File: src/rtl/meep_uart_axil_mailbox.sv
// AXI4-Lite slave exposing a 16550-style register subset over TX/RX byte FIFOs.
module meep_uart_axil_mailbox #(
  parameter int unsigned FIFO_DEPTH = 16,
  parameter logic [12:0] REG_BASE   = 13'h1000
) (
  input  logic        chipset_clk,
  input  logic        chipset_rst,
  input  logic [12:0] uart_axi_awaddr,
  input  logic        uart_axi_awvalid,
  output logic        uart_axi_awready,
  input  logic [31:0] uart_axi_wdata,
  input  logic        uart_axi_wvalid,
  output logic        uart_axi_wready,
  output logic [1:0]  uart_axi_bresp,
  output logic        uart_axi_bvalid,
  input  logic        uart_axi_bready,
  input  logic [12:0] uart_axi_araddr,
  input  logic        uart_axi_arvalid,
  output logic        uart_axi_arready,
  output logic [31:0] uart_axi_rdata,
  output logic [1:0]  uart_axi_rresp,
  output logic        uart_axi_rvalid,
  input  logic        uart_axi_rready,
  output logic [7:0]  tx_tdata,
  output logic        tx_tvalid,
  input  logic        tx_tready,
  input  logic [7:0]  rx_tdata,
  input  logic        rx_tvalid,
  output logic        rx_tready,
  output logic        uart_irq
);

  localparam int unsigned PW    = $clog2(FIFO_DEPTH);
  localparam int unsigned PTR_W = PW + 1;
  localparam logic [1:0]  RESP_OKAY   = 2'b00;
  localparam logic [1:0]  RESP_SLVERR = 2'b10;
  localparam logic [2:0]  SEL_DATA = 3'd0;
  localparam logic [2:0]  SEL_IER  = 3'd1;
  localparam logic [2:0]  SEL_IIR  = 3'd2;
  localparam logic [2:0]  SEL_LSR  = 3'd5;
  localparam logic [2:0]  SEL_SCR  = 3'd7;

  // FIFO storage and pointers (extra MSB distinguishes full from empty)
  logic [7:0]       r_tx_mem [FIFO_DEPTH];
  logic [7:0]       r_rx_mem [FIFO_DEPTH];
  logic [PTR_W-1:0] r_tx_wp, r_tx_rp, r_rx_wp, r_rx_rp;

  logic        r_aw_held, r_w_held;
  logic [12:0] r_awaddr;
  logic [7:0]  r_wdata;
  logic        r_bvalid;
  logic [1:0]  r_bresp;
  logic        r_rvalid;
  logic [1:0]  r_rresp;
  logic [31:0] r_rdata;
  logic [1:0]  r_ier;
  logic [7:0]  r_scr;

  logic        w_tx_empty, w_tx_full, w_rx_empty, w_rx_full;
  logic        w_tx_push, w_tx_pop, w_rx_push, w_rx_pop;
  logic [12:0] w_aw_off, w_ar_off;
  logic        w_aw_hit, w_ar_hit, w_aw_mapped;
  logic [2:0]  w_aw_sel, w_ar_sel;
  logic        w_commit, w_ar_hs;
  logic [7:0]  w_lsr, w_iir;
  logic [31:0] w_rd_data;
  logic [1:0]  w_rd_resp;
  logic [1:0]  w_wr_resp;
  logic        w_unused;

  // FIFO status from registered pointers only
  assign w_tx_empty = (r_tx_wp == r_tx_rp);
  assign w_tx_full  = (r_tx_wp[PW] != r_tx_rp[PW]) && (r_tx_wp[PW-1:0] == r_tx_rp[PW-1:0]);
  assign w_rx_empty = (r_rx_wp == r_rx_rp);
  assign w_rx_full  = (r_rx_wp[PW] != r_rx_rp[PW]) && (r_rx_wp[PW-1:0] == r_rx_rp[PW-1:0]);

  // Address decode; offsets below REG_BASE wrap to large values and miss
  assign w_aw_off = r_awaddr - REG_BASE;
  assign w_ar_off = uart_axi_araddr - REG_BASE;
  assign w_aw_hit = (w_aw_off < 13'd32);
  assign w_ar_hit = (w_ar_off < 13'd32);
  assign w_aw_sel = w_aw_off[4:2];
  assign w_ar_sel = w_ar_off[4:2];
  assign w_aw_mapped = w_aw_hit && (w_aw_sel == SEL_DATA || w_aw_sel == SEL_IER ||
                                    w_aw_sel == SEL_IIR  || w_aw_sel == SEL_LSR ||
                                    w_aw_sel == SEL_SCR);

  assign uart_axi_awready = !r_aw_held && !r_bvalid;
  assign uart_axi_wready  = !r_w_held && !r_bvalid;
  assign uart_axi_arready = !r_rvalid;
  assign uart_axi_bvalid  = r_bvalid;
  assign uart_axi_bresp   = r_bresp;
  assign uart_axi_rvalid  = r_rvalid;
  assign uart_axi_rresp   = r_rresp;
  assign uart_axi_rdata   = r_rdata;

  assign w_commit  = r_aw_held && r_w_held && !r_bvalid;
  assign w_ar_hs   = uart_axi_arvalid && !r_rvalid;
  assign w_tx_push = w_commit && w_aw_hit && (w_aw_sel == SEL_DATA) && !w_tx_full;
  assign w_tx_pop  = !w_tx_empty && tx_tready;
  assign w_rx_push = rx_tvalid && !w_rx_full;
  assign w_rx_pop  = w_ar_hs && w_ar_hit && (w_ar_sel == SEL_DATA) && !w_rx_empty;

  assign tx_tvalid = !w_tx_empty;
  assign tx_tdata  = r_tx_mem[r_tx_rp[PW-1:0]];
  assign rx_tready = !w_rx_full;

  assign w_lsr    = {1'b0, w_tx_empty, w_tx_empty, 4'b0000, !w_rx_empty};
  assign uart_irq = (r_ier[0] && !w_rx_empty) || (r_ier[1] && w_tx_empty);

  assign w_unused = &{1'b0, uart_axi_wdata[31:8], w_aw_off[1:0], w_ar_off[1:0]};

  // Interrupt identification priority: RX data, then TX empty, else none
  always_comb begin
    w_iir = 8'h01;
    if (r_ier[0] && !w_rx_empty)     w_iir = 8'h04;
    else if (r_ier[1] && w_tx_empty) w_iir = 8'h02;
  end

  // Write response: unmapped or THR-on-full gives SLVERR
  always_comb begin
    w_wr_resp = RESP_OKAY;
    if (!w_aw_mapped)                            w_wr_resp = RESP_SLVERR;
    else if (w_aw_sel == SEL_DATA && w_tx_full)  w_wr_resp = RESP_SLVERR;
  end

  // Read data mux sampled at the AR handshake
  always_comb begin
    w_rd_data = 32'd0;
    w_rd_resp = RESP_OKAY;
    if (!w_ar_hit) begin
      w_rd_resp = RESP_SLVERR;
    end else begin
      case (w_ar_sel)
        SEL_DATA: if (!w_rx_empty) w_rd_data = {24'd0, r_rx_mem[r_rx_rp[PW-1:0]]};
        SEL_IER:  w_rd_data = {30'd0, r_ier};
        SEL_IIR:  w_rd_data = {24'd0, w_iir};
        SEL_LSR:  w_rd_data = {24'd0, w_lsr};
        SEL_SCR:  w_rd_data = {24'd0, r_scr};
        default:  w_rd_resp = RESP_SLVERR;
      endcase
    end
  end

  // AW/W holding registers, register commit and write response
  always_ff @(posedge chipset_clk or posedge chipset_rst) begin
    if (chipset_rst) begin
      r_aw_held <= 1'b0;
      r_w_held  <= 1'b0;
      r_awaddr  <= 13'd0;
      r_wdata   <= 8'd0;
      r_bvalid  <= 1'b0;
      r_bresp   <= RESP_OKAY;
      r_ier     <= 2'b00;
      r_scr     <= 8'd0;
    end else begin
      if (uart_axi_awvalid && uart_axi_awready) begin
        r_aw_held <= 1'b1;
        r_awaddr  <= uart_axi_awaddr;
      end
      if (uart_axi_wvalid && uart_axi_wready) begin
        r_w_held <= 1'b1;
        r_wdata  <= uart_axi_wdata[7:0];
      end
      if (w_commit) begin
        r_aw_held <= 1'b0;
        r_w_held  <= 1'b0;
        r_bvalid  <= 1'b1;
        r_bresp   <= w_wr_resp;
        if (w_aw_hit && w_aw_sel == SEL_IER) r_ier <= r_wdata[1:0];
        if (w_aw_hit && w_aw_sel == SEL_SCR) r_scr <= r_wdata;
      end else if (r_bvalid && uart_axi_bready) begin
        r_bvalid <= 1'b0;
      end
    end
  end

  // Single outstanding read: capture at AR handshake, hold until rready
  always_ff @(posedge chipset_clk or posedge chipset_rst) begin
    if (chipset_rst) begin
      r_rvalid <= 1'b0;
      r_rresp  <= RESP_OKAY;
      r_rdata  <= 32'd0;
    end else if (w_ar_hs) begin
      r_rvalid <= 1'b1;
      r_rresp  <= w_rd_resp;
      r_rdata  <= w_rd_data;
    end else if (r_rvalid && uart_axi_rready) begin
      r_rvalid <= 1'b0;
    end
  end

  // FIFO pointer updates
  always_ff @(posedge chipset_clk or posedge chipset_rst) begin
    if (chipset_rst) begin
      r_tx_wp <= '0;
      r_tx_rp <= '0;
      r_rx_wp <= '0;
      r_rx_rp <= '0;
    end else begin
      if (w_tx_push) r_tx_wp <= r_tx_wp + PTR_W'(1);
      if (w_tx_pop)  r_tx_rp <= r_tx_rp + PTR_W'(1);
      if (w_rx_push) r_rx_wp <= r_rx_wp + PTR_W'(1);
      if (w_rx_pop)  r_rx_rp <= r_rx_rp + PTR_W'(1);
    end
  end

  // FIFO storage writes
  always_ff @(posedge chipset_clk) begin
    if (w_tx_push) r_tx_mem[r_tx_wp[PW-1:0]] <= r_wdata;
    if (w_rx_push) r_rx_mem[r_rx_wp[PW-1:0]] <= rx_tdata;
  end

endmodule

File: config.mk
export PLATFORM = sky130hd
export DESIGN_NAME = meep_uart_axil_mailbox
export DESIGN_NICKNAME = d
export VERILOG_FILES = /design/src/rtl/meep_uart_axil_mailbox.sv
export SDC_FILE = /design/constraint.sdc
export NUM_CORES = 1
export LEC_CHECK = 0
export CAP_MARGIN = 30
export CORE_MARGIN = 5
export CORE_UTILIZATION = 45
export CTS_CLUSTER_SIZE = 24
export DETAILED_ROUTE_END_ITERATION = 12
export GPL_ROUTABILITY_DRIVEN = 1
export HOLD_SLACK_MARGIN = 0.05
export PLACE_DENSITY_LB_ADDON = 0.1
export SETUP_SLACK_MARGIN = 0.5
export SLEW_MARGIN = 5
export SYNTH_ARGS = -nofsm -noshare
export SYNTH_HDL_FRONTEND = slang
export SYNTH_SLANG_ARGS = --single-unit
File: constraint.sdc
create_clock -name chipset_clk -period 5.7 [get_ports chipset_clk]
set_input_delay 0.57 -clock chipset_clk [delete_from_list [all_inputs] [get_ports chipset_clk]]
set_output_delay 0.57 -clock chipset_clk [all_outputs]
set_load 0.05 [all_outputs]
==> run_results.csv <==
group,metric,value,unit
clocking,cts-root-buf,"clkbuf_16",
timing,min_period,4150,ps
worst_setup_path,reg2reg_from,"r_rx_rp[3]",
floorplan,die_h,181,um
clocking,htree_levels,2,
place,port_buffers,72,
timing,skew,20.1,ps
timing,hold_ws,495,ps
synth,ys_ff_latch,319,
synth,ys.flop_type,"edfxtp_1",
worst_setup_path,cp-startpoint,"r_tx_rp[0]",
global_route,grt_max_degree,64,
cells_and_area,synthToLayoutAreaGrowth,16.4,%
synth,muxShareOfSynthArea,16.0,%
global_route,overflow,0,
worst_setup_path,worstPathArrival,3580,ps
place,place_inst,1152,
floorplan,core_area,28800,sq um
hold_path,min_to,"r_rx_wp[4]",
worst_setup_path,rr_worst_depth,5,
global_route,grt_pass1_wl,40000,um
routing,avgRoutedWirePerCell,21.2,um
global_route,antenna_found_initial,0,
synth,synth_seq_area_share,70.4,%
hold_path,min_from,"r_rx_wp[4]",
clocking,cts_buffer_depth,3,
run,maxCapViolCount,0,
worst_setup_path,end_kind,"output pin",
place,place_hpwl,16800,um
timing,report.final.slew_viol_count,0,
floorplan,chipWidth,181,um
synth,synth_compound_area_share,2.44,%
synth,synth.top_cell.area_share,58.4,%
synth,synthAdderAreaFrac,0.950,%
cells_and_area,fin_nets,894,
power_and_ir_drop,ir_drop,0.000287,V
cells_and_area,final_common_cell,"edfxtp_1",
timing,finalHoldViolCount,0,
place,place_congestion,0.765,
synth,avgSynthCellArea,18.3,sq um
timing,post-route-period-util,72.8,%
routing,postRouteWirelength,25800,um
clocking,path_clk_slew,60,ps
floorplan,initial_core_util,45.8,%
floorplan,rows,62,
clocking,cts_hold_buf,0,
routing,dr_total_vias,6410,
timing,rsz0062_at_grt,"false",
worst_setup_path,setup.worst_path.class,"reg -> out",
global_route,grt_use_total,15.7,%
synth,synth_top_family_by_area,"multiplexers",
worst_setup_path,slowest_delay,840,ps
worst_setup_path,crit_path_start_kind,"flip-flop",
place,post-place-ws,2020,ps
timing,final-setup-viol-count,0,
floorplan,dieArea,32800,sq um
synth,yosysTopAreaCell,"edfxtp_1",
cells_and_area,layout_common_cells,"edfxtp_1, clkdlybuf4s50_1, mux4_2, dfrtp_1, mux2_2",
worst_setup_path,cp.required,5130,ps
timing,tightest_slew,972,ps
clocking,postCtsSetupBuffers,0,
synth,async_flop_share,19.7,%
synth,synth_edf_count,256,
timing,fmax,241,MHz
clocking,cts_buffers,35,
outcome,status,"completed",
cells_and_area,layout-drive-gt1-share,22.5,%
worst_setup_path,r2r_setup_slack,2660,ps
synth,synth_area_leaders,"edfxtp_1, mux4_2, dfrtp_1",
synth,yosysWarningCount,0,
synth,synth.distinct_cells,56,
synth,netlist_instances,720,
clocking,tritoncts,"yes",
power_and_ir_drop,p_per_area,443,nW/um^2
timing,setup_ws,1550,ps
routing,drc,0,
clocking,clkSinkCount,319,
hold_path,hold_class,"reg -> reg",
routing,drtIter0Drc,362,
global_route,grt_pass1_vias,6809,
routing,first_pass_iters,4,
timing,relSlewSlack,34.9,%
cells_and_area,layoutNonFillerInstCount,1218,
power_and_ir_drop,total_leakage_power,5.24,nW
worst_setup_path,critPathSlowestCell,"dfrtp_2",
worst_setup_path,crit_top_cell,"mux4_2",
cells_and_area,n_fill_cell,2275,
worst_setup_path,path_cells,"buf_4, mux4_2, mux4_2, clkdlybuf4s50_1",
clocking,cts-resized-gates,0,
cells_and_area,antenna_cells,0,
worst_setup_path,path_max_fanout,22,
synth,syn_area,13200,sq um
routing,routed_via_density,5.26,
floorplan,ios,127,
synth,synth_xor_area_share,1.85,%
worst_setup_path,regToRegEndpoint,"r_rx_mem[11][2]",
timing,tns,0,ps
routing,antenna_left,0,
hold_path,min_path_cells,1,
clocking,clock_latency,510,ps
synth,synth_simple_gate_area_share,5.17,%
power_and_ir_drop,total_power,6.79,mW
worst max-delay path by stage:
| stage | to | slack, ps |
|---|---|---|
| after floorplan | tx_tdata[0] | 3140 |
| after detailed placement | tx_tdata[5] | 2020 |
| after global routing | tx_tdata[5] | 1380 |
| after CTS | tx_tdata[5] | 1470 |
| final | tx_tdata[7] | 1550 |
| after global placement | tx_tdata[1] | 2030 |
per-layer routing:
layer / global-route usage [%] / vias to the layer above / routed length [um] / share of wire [%]
met1: 19.3 / 3306 / 10500 / 41
met2: 28.8 / 127 / 13800 / 54
li1: - / 2950 / - / -
met4: 4.05 / 0 / 367 / 1.4
met5: 0 / - / 0 / 0
met3: 2.80 / 27 / 1060 / 4.1
critical path, delay by kind of cell (launching register included):
kind | cells | cell delay, ps
buffers and inverters | 2 | 1150
DFF | 1 | 840
muxes | 2 | 1070
cells in the mapped netlist (all sizes together) (3+ instances only):
cell type  instances
nand3b             3
mux2i              9
inv               13
a22oi              4
and3              16
mux4              71
xnor2             21
nand2             23
o21ai             20
nand3              7
a32oi              3
xor2               6
clkbuf            13
or4                3
mux2              37
nand4              5
ha                10
dfrtp             63
buf               48
nand2b             4
a21oi             10
nor2b              5
nor3              15
and2               3
nor2              30
edfxtp           256
state kept, by name, indices dropped and copies added, names as in the netlist:
name	cells
r_aw_held	1
r_awaddr	11
r_ier	2
r_rx_mem	128
r_rx_rp	5
r_rx_wp	5
r_scr	8
r_tx_mem	128
r_tx_rp	5
r_tx_wp	5
r_w_held	1
r_wdata	8
uart_axi_bresp	1
uart_axi_bvalid	1
uart_axi_rdata	8
uart_axi_rresp	1
uart_axi_rvalid	1
cells by family after synthesis:
group                      after synthesis
xor gates and xnor gates                27
and+or+nand+nor                        122
adders and majority gates               10
AOI/OAI and AO/OA                       50
muxes                                  117
DFF                                    319
buffers and inverters                   74
other                                    1
layout make-up:
class,instances,area (sq um),share of cell area [%]
sequential,319,9270,60.5
multi-input combinational,352,3580,23.4
clock buffer,45,935,6.10
timing repair buffer,88,841,5.49
tap,384,480,3.14
clock inverter,17,168,1.09
inverter,13,48.8,0.318
where the power goes:
group	switching [mW]	total (mW)	leakage [nW]	internal [mW]
Sequential	0.363	3.24	3.11	2.88
Combinational	0.761	1.41	1.60	0.644
Clock	0.850	2.15	0.533	1.30
Total	1.97	6.79	5.24	4.82
metrics by stage:
step	instance area [sq um]	utilization, %
detailed placement	14200	49.3
global route	15300	53.2
finish	15300	53.2
global placement	14200	49.3
floorplan	13300	-
CTS	15300	53.1
No activity file was read; power rests on OpenSTA's default activity.
